[config.mk]
export PLATFORM = sky130hd
export DESIGN_NAME = alu_share_ctrl
export DESIGN_NICKNAME = d
export VERILOG_FILES = /design/src/rtl/alu_pkg.sv /design/src/rtl/rr_arb2.sv /design/src/rtl/alu_share_ctrl.sv
export SDC_FILE = /design/constraint.sdc
export NUM_CORES = 1
export LEC_CHECK = 0
export ABC_AREA = 0
export BUFFER_PORTS_ARGS = -buffer_cell sky130_fd_sc_hd__buf_2
export CAP_MARGIN = 20
export CORE_ASPECT_RATIO = 1.1
export CORE_UTILIZATION = 43
export DETAILED_ROUTE_END_ITERATION = 10
export MAX_ROUTING_LAYER = met4
export PLACE_DENSITY = 0.76
export RECOVER_POWER = 25
export SLEW_MARGIN = 20
export SYNTH_ARGS = -nofsm -noshare
export SYNTH_HDL_FRONTEND = slang
export SYNTH_SLANG_ARGS = --single-unit
export TNS_END_PERCENT = 10
[constraint.sdc]
create_clock -name clk -period 3.4 [get_ports clk]
set_input_delay 0.34 -clock clk [delete_from_list [all_inputs] [get_ports clk]]
set_output_delay 0.34 -clock clk [all_outputs]
set_load 0.005 [all_outputs]
[src/rtl/alu_pkg.sv]
// Shared constants for the ALU sharing controller: opcodes, PSR flag positions and FSM encoding.
package alu_pkg;

  localparam int DATA_W = 16;
  localparam int OP_W   = 5;
  localparam int FL_W   = 5;

  localparam logic [OP_W-1:0] OP_AND   = 5'b00001;
  localparam logic [OP_W-1:0] OP_OR    = 5'b00010;
  localparam logic [OP_W-1:0] OP_XOR   = 5'b00011;
  localparam logic [OP_W-1:0] OP_NOT   = 5'b00100;
  localparam logic [OP_W-1:0] OP_ADD   = 5'b00101;
  localparam logic [OP_W-1:0] OP_ADDU  = 5'b00110;
  localparam logic [OP_W-1:0] OP_ADDC  = 5'b00111;
  localparam logic [OP_W-1:0] OP_SUB   = 5'b01001;
  localparam logic [OP_W-1:0] OP_CMP   = 5'b01011;
  localparam logic [OP_W-1:0] OP_LSH   = 5'b01100;
  localparam logic [OP_W-1:0] OP_ADDCU = 5'b01111;
  localparam logic [OP_W-1:0] OP_RSH   = 5'b10011;
  localparam logic [OP_W-1:0] OP_ARSH  = 5'b10111;

  localparam int C_BIT = 4;
  localparam int L_BIT = 3;
  localparam int F_BIT = 2;
  localparam int Z_BIT = 1;
  localparam int N_BIT = 0;

  localparam logic [1:0] ST_IDLE = 2'd0;
  localparam logic [1:0] ST_EXEC = 2'd1;
  localparam logic [1:0] ST_RESP = 2'd2;

  function automatic logic op_legal(input logic [OP_W-1:0] op);
    logic ok;
    case (op)
      OP_AND, OP_OR, OP_XOR, OP_NOT, OP_ADD, OP_ADDU, OP_ADDC, OP_SUB,
      OP_CMP, OP_LSH, OP_ADDCU, OP_RSH, OP_ARSH: ok = 1'b1;
      default:                                  ok = 1'b0;
    endcase
    return ok;
  endfunction

endpackage

[src/rtl/rr_arb2.sv]
// Two-way round-robin arbiter; on a tie the requester that did not win last time is granted.
module rr_arb2 (
  input  logic       clk,
  input  logic       rst_n,
  input  logic [1:0] req,
  input  logic       accept,
  output logic [1:0] gnt
);

  logic last_grant_q;
  logic last_grant_d;

  always_comb begin
    gnt = 2'b00;
    case (req)
      2'b01:   gnt = 2'b01;
      2'b10:   gnt = 2'b10;
      2'b11:   gnt = last_grant_q ? 2'b01 : 2'b10;
      default: gnt = 2'b00;
    endcase
  end

  always_comb begin
    last_grant_d = last_grant_q;
    if (accept) last_grant_d = gnt[1];
  end

  // Reset to 1 so requester 0 takes the first tie.
  always_ff @(posedge clk or negedge rst_n) begin
    if (!rst_n) last_grant_q <= 1'b1;
    else        last_grant_q <= last_grant_d;
  end

endmodule

[src/rtl/alu_share_ctrl.sv]
// Shares one external combinational ALU between two requesters: arbitration, operand
// registers, result capture, PSR ownership and a valid/ready response per requester.
module alu_share_ctrl
  import alu_pkg::*;
#(
  parameter int WIDTH = DATA_W,
  parameter int OPW   = OP_W,
  parameter int FLW   = FL_W
) (
  input  logic             clk,
  input  logic             rst_n,
  input  logic [1:0]       req_valid,
  output logic [1:0]       req_ready,
  input  logic [OPW-1:0]   req0_op,
  input  logic [OPW-1:0]   req1_op,
  input  logic [WIDTH-1:0] req0_a,
  input  logic [WIDTH-1:0] req1_a,
  input  logic [WIDTH-1:0] req0_b,
  input  logic [WIDTH-1:0] req1_b,
  input  logic [1:0]       req_use_c,
  input  logic [1:0]       req_wr_psr,
  output logic [WIDTH-1:0] alu_a,
  output logic [WIDTH-1:0] alu_b,
  output logic [OPW-1:0]   alu_opcode,
  output logic             alu_cin,
  input  logic [WIDTH-1:0] alu_c,
  input  logic [FLW-1:0]   alu_flags,
  output logic [1:0]       rsp_valid,
  input  logic [1:0]       rsp_ready,
  output logic [WIDTH-1:0] rsp_data,
  output logic [FLW-1:0]   rsp_flags,
  output logic             rsp_err,
  output logic [FLW-1:0]   psr,
  output logic [1:0]       dbg_state
);

  // Handshakes: a request transfers on a cycle where req_valid[i] && req_ready[i];
  // a response transfers on a cycle where rsp_valid[i] && rsp_ready[i].

  logic [1:0]       state_q, state_d;
  logic             winner_q, winner_d;
  logic             err_q, err_d;
  logic             wr_psr_q, wr_psr_d;
  logic [WIDTH-1:0] alu_a_q, alu_a_d;
  logic [WIDTH-1:0] alu_b_q, alu_b_d;
  logic [OPW-1:0]   alu_op_q, alu_op_d;
  logic             alu_cin_q, alu_cin_d;
  logic [WIDTH-1:0] rsp_data_q, rsp_data_d;
  logic [FLW-1:0]   rsp_flags_q, rsp_flags_d;
  logic             rsp_err_q, rsp_err_d;
  logic [FLW-1:0]   psr_q, psr_d;

  logic [1:0]       gnt;
  logic             accept;
  logic             sel;
  logic [OPW-1:0]   sel_op;
  logic [WIDTH-1:0] sel_a;
  logic [WIDTH-1:0] sel_b;

  assign accept = (state_q == ST_IDLE) && (req_valid != 2'b00);
  assign sel    = gnt[1];
  assign sel_op = sel ? req1_op : req0_op;
  assign sel_a  = sel ? req1_a  : req0_a;
  assign sel_b  = sel ? req1_b  : req0_b;

  rr_arb2 u_arb (
    .clk    (clk),
    .rst_n  (rst_n),
    .req    (req_valid),
    .accept (accept),
    .gnt    (gnt)
  );

  always_comb begin
    state_d     = state_q;
    winner_d    = winner_q;
    err_d       = err_q;
    wr_psr_d    = wr_psr_q;
    alu_a_d     = alu_a_q;
    alu_b_d     = alu_b_q;
    alu_op_d    = alu_op_q;
    alu_cin_d   = alu_cin_q;
    rsp_data_d  = rsp_data_q;
    rsp_flags_d = rsp_flags_q;
    rsp_err_d   = rsp_err_q;
    psr_d       = psr_q;
    case (state_q)
      ST_IDLE: begin
        if (accept) begin
          winner_d = sel;
          err_d    = !op_legal(sel_op);
          wr_psr_d = req_wr_psr[sel];
          // Illegal opcodes leave the ALU inputs untouched.
          if (op_legal(sel_op)) begin
            alu_a_d   = sel_a;
            alu_b_d   = sel_b;
            alu_op_d  = sel_op;
            alu_cin_d = req_use_c[sel] & psr_q[C_BIT];
          end
          state_d = ST_EXEC;
        end
      end
      ST_EXEC: begin
        rsp_data_d  = err_q ? '0 : alu_c;
        rsp_flags_d = err_q ? '0 : alu_flags;
        rsp_err_d   = err_q;
        if (wr_psr_q && !err_q) psr_d = alu_flags;
        state_d = ST_RESP;
      end
      ST_RESP: begin
        if (rsp_ready[winner_q]) state_d = ST_IDLE;
      end
      default: state_d = ST_IDLE;
    endcase
  end

  always_ff @(posedge clk or negedge rst_n) begin
    if (!rst_n) begin
      state_q     <= ST_IDLE;
      winner_q    <= 1'b0;
      err_q       <= 1'b0;
      wr_psr_q    <= 1'b0;
      alu_a_q     <= '0;
      alu_b_q     <= '0;
      alu_op_q    <= '0;
      alu_cin_q   <= 1'b0;
      rsp_data_q  <= '0;
      rsp_flags_q <= '0;
      rsp_err_q   <= 1'b0;
      psr_q       <= '0;
    end else begin
      state_q     <= state_d;
      winner_q    <= winner_d;
      err_q       <= err_d;
      wr_psr_q    <= wr_psr_d;
      alu_a_q     <= alu_a_d;
      alu_b_q     <= alu_b_d;
      alu_op_q    <= alu_op_d;
      alu_cin_q   <= alu_cin_d;
      rsp_data_q  <= rsp_data_d;
      rsp_flags_q <= rsp_flags_d;
      rsp_err_q   <= rsp_err_d;
      psr_q       <= psr_d;
    end
  end

  assign req_ready  = accept ? gnt : 2'b00;
  assign rsp_valid  = (state_q == ST_RESP) ? (winner_q ? 2'b10 : 2'b01) : 2'b00;
  assign alu_a      = alu_a_q;
  assign alu_b      = alu_b_q;
  assign alu_opcode = alu_op_q;
  assign alu_cin    = alu_cin_q;
  assign rsp_data   = rsp_data_q;
  assign rsp_flags  = rsp_flags_q;
  assign rsp_err    = rsp_err_q;
  assign psr        = psr_q;
  assign dbg_state  = state_q;

endmodule

Word level (Yosys, flattened, before mapping)
Memories as Yosys holds them, arrays and structs flattened.
Cells that the tools add are included.
{"block": "totals", "register_bits": 71, "romBits": 64, "in_bits": 105, "elab_cells": 58, "memories": 2}
{"block": "classes", "n_lt_le_gt_ge": 2, "n_eq_ne": 7, "mux": 23, "n_bitwise": 1, "reduce_logical": 10}
{"memory": "(no name shown)", "words": 32, "width": 1, "rd": 1, "rd_clocked_by_memory_dff": 0, "wr": 0, "line_no": "alu_pkg.sv:34", "source": "case (op)"}
{"memory": "(no name shown)", "words": 32, "width": 1, "rd": 1, "rd_clocked_by_memory_dff": 0, "wr": 0, "line_no": "alu_pkg.sv:34"}
{"operator": "16-bit two-way mux", "count": 3}
{"operator": "2-bit two-way mux", "count": 6}
{"operator": "2-bit case mux with 3 select lines", "count": 2}
{"operator": "1-bit two-way mux", "count": 10}
{"operator": "5-bit two-way mux", "count": 2}
{"operator": "2-bit equality test (second input constant)", "count": 3}
{"operator": "2-bit AND reduction", "count": 3}
{"operator": "2-bit by 1-bit equality test with 1-bit output (second input constant)", "count": 2}
{"operator": "1-bit by 2-bit less-than comparator with 1-bit output (second input constant)", "count": 2}
{"operator": "2-bit inequality test (second input constant)", "count": 2}
{"operator": "3-bit AND reduction", "count": 1}
{"operator": "1-bit logical AND", "count": 2}
{"operator": "1-bit logical NOT", "count": 2}
{"operator": "2-bit logical NOT", "count": 1}
{"operator": "2-bit nonzero test", "count": 1}
{"operator": "1-bit bitwise AND", "count": 1}

Logic depth before layout (Yosys ltp)
Gate-level depths: netlist of run 1.
An unclocked memory read counts as a cell.
{"block": "logic_depth", "depth_word": 7, "ltp_mapped": 10, "ltp_nobuf": 8}

Hierarchy
From an unflattened synthesis of run 1, not the netlist that was laid out.
{"block": "unflattened", "hier_cells": 321, "area_unflattened_um2": 3382.0}
{"module": "alu_share_ctrl", "n_inst": 1, "cells_each": 316, "area_per_inst_um2": 3318.2, "seq_area_each_um2": 1751.7}
{"module": "rr_arb2", "n_inst": 1, "cells_each": 5, "area_per_inst_um2": 63.8, "seq_area_each_um2": 26.3}

Worst setup path after synthesis of run 1
OpenSTA, ideal clock, no wires.
{"block": "synth_path", "path_type": "register -> register", "startpoint": "register u_arb.last_grant_q", "endpoint": "register alu_a_q[0] (netlist: alu_a[0])", "setup_time_ps": 125, "arrival_ps": 2516, "slack_ps": 759, "stages_incl_launch_ff": 11, "path_buffers": 2, "cell_sequence": "dfstp_2 -> a21boi_1 -> clkbuf_1 -> nand2_1 -> nand2_1 -> ha_1 -> a31oi_1 -> o311a_4 -> o31ai_4 -> buf_8 -> mux2_4"}
{"block": "synth_via", "elab_chain_len": 7, "elab_cells_between_ends": 8}
{"element": "start, declared", "line_no": "rr_arb2.sv:10", "source": "logic last_grant_q;"}
{"element": "start signal, assigned", "line_no": "rr_arb2.sv:31", "source": "else last_grant_q <= last_grant_d;"}
{"element": "2-bit two-way mux *", "line_no": "rr_arb2.sv:18", "source": "2'b11: gnt = last_grant_q ? 2'b01 : 2'b10;"}
{"element": "2-bit case mux with 3 select lines *", "line_no": "rr_arb2.sv:15", "source": "case (req)"}
{"element": "5-bit two-way mux", "line_no": "alu_share_ctrl.sv:62", "source": "assign sel_op = sel ? req1_op : req0_op;"}
{"element": "memory 32 x 1 bit"}
{"element": "1-bit two-way mux", "line_no": "alu_share_ctrl.sv:89", "source": "if (accept) begin"}
{"element": "1-bit two-way mux", "line_no": "alu_share_ctrl.sv:87", "source": "case (state_q)"}
{"element": "3-bit AND reduction (no line)"}
{"element": "end signal, assigned", "line_no": "alu_share_ctrl.sv:136", "source": "alu_a_q <= alu_a_d;"}
{"element": "end, declared", "line_no": "alu_share_ctrl.sv:44", "source": "logic [WIDTH-1:0] alu_a_q, alu_a_d;"}
Mark *: on every way between the ends. The rest lies on a longest branch, timed or not. The select of a mux whose other input is x is not followed.
A chain may end at the register's enable or synchronous reset.

Final worst setup path of run 1
{"block": "layout_path", "startpoint": "register u_arb.last_grant_q", "endpoint": "register alu_b_q[0] (netlist: alu_b[0])"}
{"block": "layout_via", "elab_chain_len": 7, "elab_cells_between_ends": 8}
{"element": "2-bit two-way mux *", "line_no": "rr_arb2.sv:18"}
{"element": "2-bit case mux with 3 select lines *", "line_no": "rr_arb2.sv:15"}
{"element": "5-bit two-way mux", "line_no": "alu_share_ctrl.sv:62"}
{"element": "memory 32 x 1 bit"}
{"element": "1-bit two-way mux", "line_no": "alu_share_ctrl.sv:89"}
{"element": "1-bit two-way mux", "line_no": "alu_share_ctrl.sv:87"}
{"element": "3-bit AND reduction (no line)"}
{"element": "end signal, assigned", "line_no": "alu_share_ctrl.sv:137", "source": "alu_b_q <= alu_b_d;"}
{"element": "end, declared", "line_no": "alu_share_ctrl.sv:45", "source": "logic [WIDTH-1:0] alu_b_q, alu_b_d;"}
Marks and branches as above.

==> results.sh, run 1 <==
export IMPL_status="finished, violations left"
export IMPL_violations="max-capacitance violations, max-slew violations"
export IMPL_wire_per_inst_um=13.64
export IMPL_grt_max_degree=72
export IMPL_initialDrtViolationCount=92
export IMPL_setup_worst_path_end_class="register"
export IMPL_max_freq_ghz=0.3692
export IMPL_area_growth_syn_to_layout_pct=32.72
export IMPL_worst_pin_slew_ns=1.731
export IMPL_crit_type="register to register"
export IMPL_cts_tree="built"
export IMPL_wl_met3_um=484
export IMPL_yosysSeqAreaShare=0.5104
export IMPL_multi_input_area_um2=1608
export IMPL_ant_nets=0
export IMPL_core_um2=7870
export IMPL_finalHoldViolCount=0
export IMPL_syn_area_um2=3483
export IMPL_worstSetupStartpoint="u_arb.last_grant_q"
export IMPL_min_period_ns=2.708
export IMPL_die_width_um=87.82
export IMPL_synth_edf_count=0
export IMPL_cts_setup_buffers=0
export IMPL_clockPowerShare=0.166
export IMPL_diodes=0
export IMPL_start_util=0.4426
export IMPL_port_buffers=175
export IMPL_intPower_w=0.002377
export IMPL_path_max_fanout=24
export IMPL_gp_congestion=0.8595
export IMPL_die_y_um=96.40
export IMPL_seq_power_share=0.414
export IMPL_grt_pass1_vias=2805
export IMPL_synth_fp_nets=447
export IMPL_p_comb_frac=0.420
export IMPL_post_dp_hpwl_um=6347
export IMPL_vias_per_cell=4.750
export IMPL_crit_path_start_kind="register"
export IMPL_leakagePower_nw=2.602
export IMPL_yosysUniqueCellTypes=30
export IMPL_synthFlopType="dfrtp_1"
export IMPL_drc=0
export IMPL_m1WireLength_um=3592
export IMPL_netlist_instances=341
export IMPL_vias=2983
export IMPL_drt_total_wl_um=8567
export IMPL_synthArstFlopShare=1.000
export IMPL_yosysWarnings=0
export IMPL_ir_worst_vdd_v=0.0002873
export IMPL_min_from="req_wr_psr[1]"
export IMPL_final_nets=621
export IMPL_fin_setup_tns_ns=0
export IMPL_firstDrtPassIters=4
export IMPL_highest_layer="met4"
export IMPL_powerDensity_nw_per_um2=781.6
export IMPL_synth_seq_cells=71
export IMPL_top_level_ports=176
export IMPL_cts_resized=0
export IMPL_grt_pass1_wl_um=13170
export IMPL_postCtsHoldBufs=0
export IMPL_min_delay_path_class="input port to register"
export IMPL_seq_area_um2=1778
export IMPL_drive_above_1_share=0.4750
export IMPL_die_area_um2=8465
export IMPL_skew_ns=0.009193
export IMPL_required_ns=3.63
export IMPL_path_clk_slew_ns=0.08
export IMPL_grtUsageTotal=0.2101
export IMPL_r2r_start="u_arb.last_grant_q"
export IMPL_finalSetupViolCount=0
export IMPL_cts_buffers=9
export IMPL_wl_met2_um=4357
export IMPL_maxCapViolCount=1
export IMPL_p_total_w=0.003613
export IMPL_rsz0062_at_grt="no"
export IMPL_arrival_ns=2.94
export IMPL_num_fill_cells=711
export IMPL_antenna_found_initial=0
export IMPL_slew_headroom=-0.1543
export IMPL_clk_latency_ns=0.34
export IMPL_globalRoute_totalOverflow=0
export IMPL_cts_max_path_buffers=2
export IMPL_clock_root_buffer="clkbuf_8"
export IMPL_num_rows=34
export IMPL_syn_avg_cell_area_um2=10.22
export IMPL_slew_violations=72
export IMPL_cts_sinks=71
export IMPL_cts_htree_levels=3
export IMPL_sw_frac_of_total=0.3423
export IMPL_fin_crit_sh=0.7966
export IMPL_power_switching_w=0.001237
[cells in the final DEF, fill, tap and decap left out, drive strengths merged]
master | netlist | routed
ha | 1 | 1
a21bo | 1 | 1
a32oi | 1 | 1
nand2b | 23 | 23
or3 | 1 | 1
o21ai | 25 | 25
mux2i | 1 | 1
o31ai | 1 | 1
nor2 | 4 | 4
mux2 | 44 | 44
a22o | 2 | 2
dfstp | 1 | 1
and3 | 1 | 1
nor2b | 1 | 1
a21o | 2 | 2
nor3b | 1 | 1
and2b | 1 | 1
clkinvlp | 0 | 5
nand3b | 2 | 2
inv | 2 | 3
a21boi | 1 | 1
nor3 | 1 | 1
dfrtp | 70 | 70
buf | 4 | 180
clkbuf | 14 | 11
o311a | 2 | 2
nand2 | 132 | 132
a31oi | 2 | 2
[logic make-up (layout without fill, tap and decap cells)]
| group | count (synthesis) | in the layout | share of synthesized area |
|---|---|---|---|
| AO/OA/AOI/OAI | 37 | 37 | 0.07471 |
| AND/OR/NAND/NOR | 167 | 167 | 0.2037 |
| buffers and inverters | 20 | 199 | 0.03125 |
| multiplexers | 45 | 45 | 0.1764 |
| adder cells (fa/ha/maj) | 1 | 1 | 0.003591 |
| flip-flops | 71 | 71 | 0.5104 |
[critical path: stages (launching register included)]
cell	delay, ns
dfstp_2	0.57
a21bo_2	0.34
nand2_1	0.09
nand2_1	0.11
ha_1	0.17
a31oi_1	0.10
o311a_4	0.15
o31ai_4	0.26
buf_4	0.41
mux2_2	0.38
[per-stage QoR]
| step | hold WS [ns] | utilization | instance area (um2) | std cells | setup WS [ns] |
|---|---|---|---|---|---|
| 2_1_floorplan | 0.04441 | - | 3483 | 341 | 0.7590 |
| 3_3_place_gp | 0.4535 | 0.5657 | 4452 | 612 | 0.7838 |
| 3_5_place_dp | 0.4536 | 0.5657 | 4452 | 612 | 0.6678 |
| 4_1_cts | 0.1385 | 0.5878 | 4626 | 628 | 0.6829 |
| 5_1_grt | 0.2204 | 0.5874 | 4623 | 628 | 0.5266 |
| 6_report | 0.2220 | 0.5874 | 4623 | 628 | 0.6917 |
[cell usage after synthesis, types with 2 or more instances]
master,number,area share
nand2_1,132,0.14
dfrtp_1,70,0.50
mux2_4,29,0.13
o21ai_0,24,0.034
nand2b_1,23,0.041
mux2_2,15,0.048
clkbuf_1,14,0.015
nor2_1,4,0.0043
buf_8,3,0.013
a21o_1,2,0.0043
a22o_1,2,0.0050
a31oi_1,2,0.0036
inv_1,2,0.0022
nand3b_1,2,0.0043
o311a_4,2,0.012
[path summary, 6_finish.rpt]
check | end | slack [ns] | cells after the start
worst max-delay path | alu_b[0] | 0.69 | 9
min in group asynchronous | alu_b[10] | 0.44 | 1
worst max register to register | alu_b[0] | 0.69 | 9
worst min register to register | wr_psr_q | 0.47 | 2
max in group asynchronous | alu_opcode[2] | 1.92 | 1
worst min-delay path | wr_psr_q | 0.22 | 3
[routing by layer]
layer,track usage,vias to the layer above
met5,-,-
met4,0.08197,0
met3,0.04078,10
met2,0.3540,109
met1,0.2486,1394
li1,-,1470
[registers in the layout, indices dropped and copies added, names as in the netlist, 2 cells and up]
signal / count
alu_a: 16
alu_b: 16
alu_opcode: 5
dbg_state: 2
psr: 5
rsp_data: 16
rsp_flags: 5
[power by group through the flow]
stage                     Sequential [W]  Clock (W)  Combinational (W)
final                            0.00150   0.000601            0.00152
after global routing             0.00155   0.000659            0.00170
after CTS                        0.00150   0.000622            0.00154
after detailed placement         0.00151          0            0.00154
after global placement           0.00150          0            0.00149
after floorplan                  0.00149          0           0.000914
[final cells by class]
cell class,instances,share of cell area
timing repair buffer,181,0.1992
multi-input combinational,250,0.3478
clock buffer,10,0.02760
clock inverter,6,0.01001
sequential,71,0.3846
inverter,2,0.001624
tap,108,0.02923
Note: power is estimated with default switching activity, not from simulation.
==> run 2: changes to the inputs <==
==> constraint.sdc (replaced) <==
create_clock -name clk -period 2.5 [get_ports clk]
set_input_delay 0.25 -clock clk [delete_from_list [all_inputs] [get_ports clk]]
set_output_delay 0.25 -clock clk [all_outputs]
set_load 0.005 [all_outputs]
==> run 2 against run 1 <==
Critical endpoint is now alu_a[0]. Largest power group unchanged. Via count rose by 1.4%. Hold slack got worse by 0.099 ns. Global-route usage fell by 0.34 points. Sequential share of layout area fell by 1.3 points. The run ends with design-rule violations, max-capacitance violations, max-slew violations left. Combinational power rose by 41%. Highest routed layer unchanged.
==> results.sh, run 2 (synthesized netlist as in run 1, its figures left out) <==
export IMPL_clock_root_buffer="clkbuf_8"
export IMPL_drt_total_wl_um=8667
export IMPL_cts_htree_levels=3
export IMPL_multi_input_area_um2=1635
export IMPL_clk_latency_ns=0.35
export IMPL_dpl_cell_area_um2=4483
export IMPL_worst_pin_slew_ns=1.754
export IMPL_ir_worst_vdd_v=0.0004037
export IMPL_min_from="req_wr_psr[1]"
export IMPL_final_nets=626
export IMPL_port_buffers=175
export IMPL_die_width_um=87.82
export IMPL_grt_max_degree=72
export IMPL_initialDrtViolationCount=73
export IMPL_place_ws_ns=0.07051
export IMPL_fin_util=0.6076
export IMPL_top_level_ports=176
export IMPL_gp_congestion=0.9557
export IMPL_skew_ns=0.01210
export IMPL_global_route_usage_met3=0.03823
export IMPL_path_clk_slew_ns=0.08
export IMPL_crit_top_cell="nand2_1"
export IMPL_r2r_setup_slack_ns=0.06
export IMPL_r2r_end="alu_a[0]"
export IMPL_post_dp_hpwl_um=6298
export IMPL_violations="design-rule violations, max-capacitance violations, max-slew violations"
export IMPL_met2_usage=0.3391
export IMPL_die_y_um=96.40
export IMPL_hold_slack_ns=0.1230
export IMPL_antenna_found_initial=0
export IMPL_required_ns=2.73
export IMPL_use_met1=0.2485
export IMPL_min_period_ns=2.441
export IMPL_diodes=0
export IMPL_crit_type="register to register"
export IMPL_cts_buffers=9
export IMPL_max_freq_ghz=0.4097
export IMPL_critPathMaxStageDelay_ns=0.58
export IMPL_ant_nets=0
export IMPL_wire_per_inst_um=13.69
export IMPL_num_rows=34
export IMPL_fin_crit_sh=0.9763
export IMPL_gr_max_usage_layer="met2"
export IMPL_drive_above_1_share=0.4876
export IMPL_die_area_um2=8465
export IMPL_vias_per_cell=4.779
export IMPL_setup_ws_ns=0.05936
export IMPL_cts_tree="built"
export IMPL_slew_headroom=-0.1692
export IMPL_crit_path_start_kind="register"
export IMPL_area_growth_syn_to_layout_pct=37.28
export IMPL_seq_area_um2=1778
export IMPL_globalRoute_totalOverflow=0
export IMPL_r2r_start="u_arb.last_grant_q"
export IMPL_min_delay_path_class="input port to register"
export IMPL_num_fill_cells=700
export IMPL_critPathBufInv=2
export IMPL_drc=1
export IMPL_whs_path_depth=3
export IMPL_grt_pass1_wl_um=12770
export IMPL_status="finished, violations left"
export IMPL_leakagePower_nw=2.685
export IMPL_path_max_fanout=11
export IMPL_final_cell_mix="buf_2, nand2_1, dfrtp_1"
export IMPL_cts_sinks=71
export IMPL_finalHoldViolCount=0
export IMPL_firstDrtPassIters=7
export IMPL_grtUsageTotal=0.2066
export IMPL_r2r_cells=10
export IMPL_crit_slowest_cell="dfstp_2"
export IMPL_final_cell_area_um2=4782
export IMPL_finalSetupViolCount=0
export IMPL_arrival_ns=2.67
export IMPL_worstPathCellList="a21boi_4 -> nand2_1 -> nand2_1 -> ha_4 -> a31oi_2 -> o311a_4 -> o31ai_4 -> buf_4 -> clkbuf_16 -> mux2_4"
export IMPL_maxCapViolCount=1
export IMPL_start_util=0.4426
export IMPL_postCtsHoldBufs=0
export IMPL_critPathTopFamily="compound AO/OA/AOI/OAI gates"
export IMPL_core_um2=7870
export IMPL_vias=3025
export IMPL_layout_commonest_cell="buf_2"
export IMPL_powerDensity_nw_per_um2=1087
export IMPL_holdPathEnd="wr_psr_q"
export IMPL_slew_violations=72
export IMPL_grt_pass1_vias=2697
export IMPL_cts_max_path_buffers=2
export IMPL_setup_worst_path_end_class="register"
[run 2: how the worst max path moves through the flow]
stage | cells after the start | to | slack, ns | startpoint
5_1_grt | 10 | alu_a[0] | -0.001 | u_arb.last_grant_q
4_1_cts | 9 | alu_b[2] | 0.06 | u_arb.last_grant_q
2_1_floorplan | 10 | alu_a[0] | -0.04 | u_arb.last_grant_q
6_report | 10 | alu_a[0] | 0.06 | u_arb.last_grant_q
3_5_place_dp | 10 | alu_b[2] | 0.07 | req_valid[0]
3_3_place_gp | 9 | alu_b[2] | 0.16 | u_arb.last_grant_q
[run 2: cell type report]
| type | instances | area share |
|---|---|---|
| Sequential cell | 71 | 0.3718 |
| Multi-Input combinational cell | 250 | 0.3420 |
| Timing Repair Buffer | 186 | 0.2101 |
| Tap cell | 108 | 0.02826 |
| Clock buffer | 9 | 0.02590 |
| Clock inverter | 7 | 0.02041 |
| Inverter | 2 | 0.001570 |
[run 2: layer usage]
layer	part of all wire	vias up
met3	0.042	21
met4	0.024	0
li1	-	1476
met5	0	-
met2	0.51	97
met1	0.43	1431
[run 2: power breakdown]
group | internal, W | leakage [nW] | switching [W]
Sequential | 0.00169 | 0.879 | 0.000342
Clock | 0.000563 | 0.105 | 0.000448
Combinational | 0.00124 | 1.70 | 0.000917
Total | 0.00349 | 2.68 | 0.00171
[run 2: what timing repair did]
action	CTS	global route
endpoints found under the hold margin	0	0
setup buffers	0	4
endpoints found under the setup margin	0	22
gates resized for setup	0	4
[run 2: per-stage QoR]
stage          total power (W)  instances  setup TNS (ns)
3_3_place_gp          0.004092        612               0
6_report              0.005199        633               0
5_1_grt               0.005569        633       -0.002030
3_5_place_dp          0.004177        612               0
2_1_floorplan         0.003296        341          -1.093
4_1_cts               0.005204        628               0
[run 2: worst reg2reg max path, cell delays in order (launching register included)]
cell and delay [ns]:
dfstp_2 0.58, a21boi_4 0.10, nand2_1 0.07, nand2_1 0.11
ha_4 0.30, a31oi_2 0.09, o311a_4 0.15, o31ai_4 0.29
buf_4 0.17, clkbuf_16 0.17, mux2_4 0.31
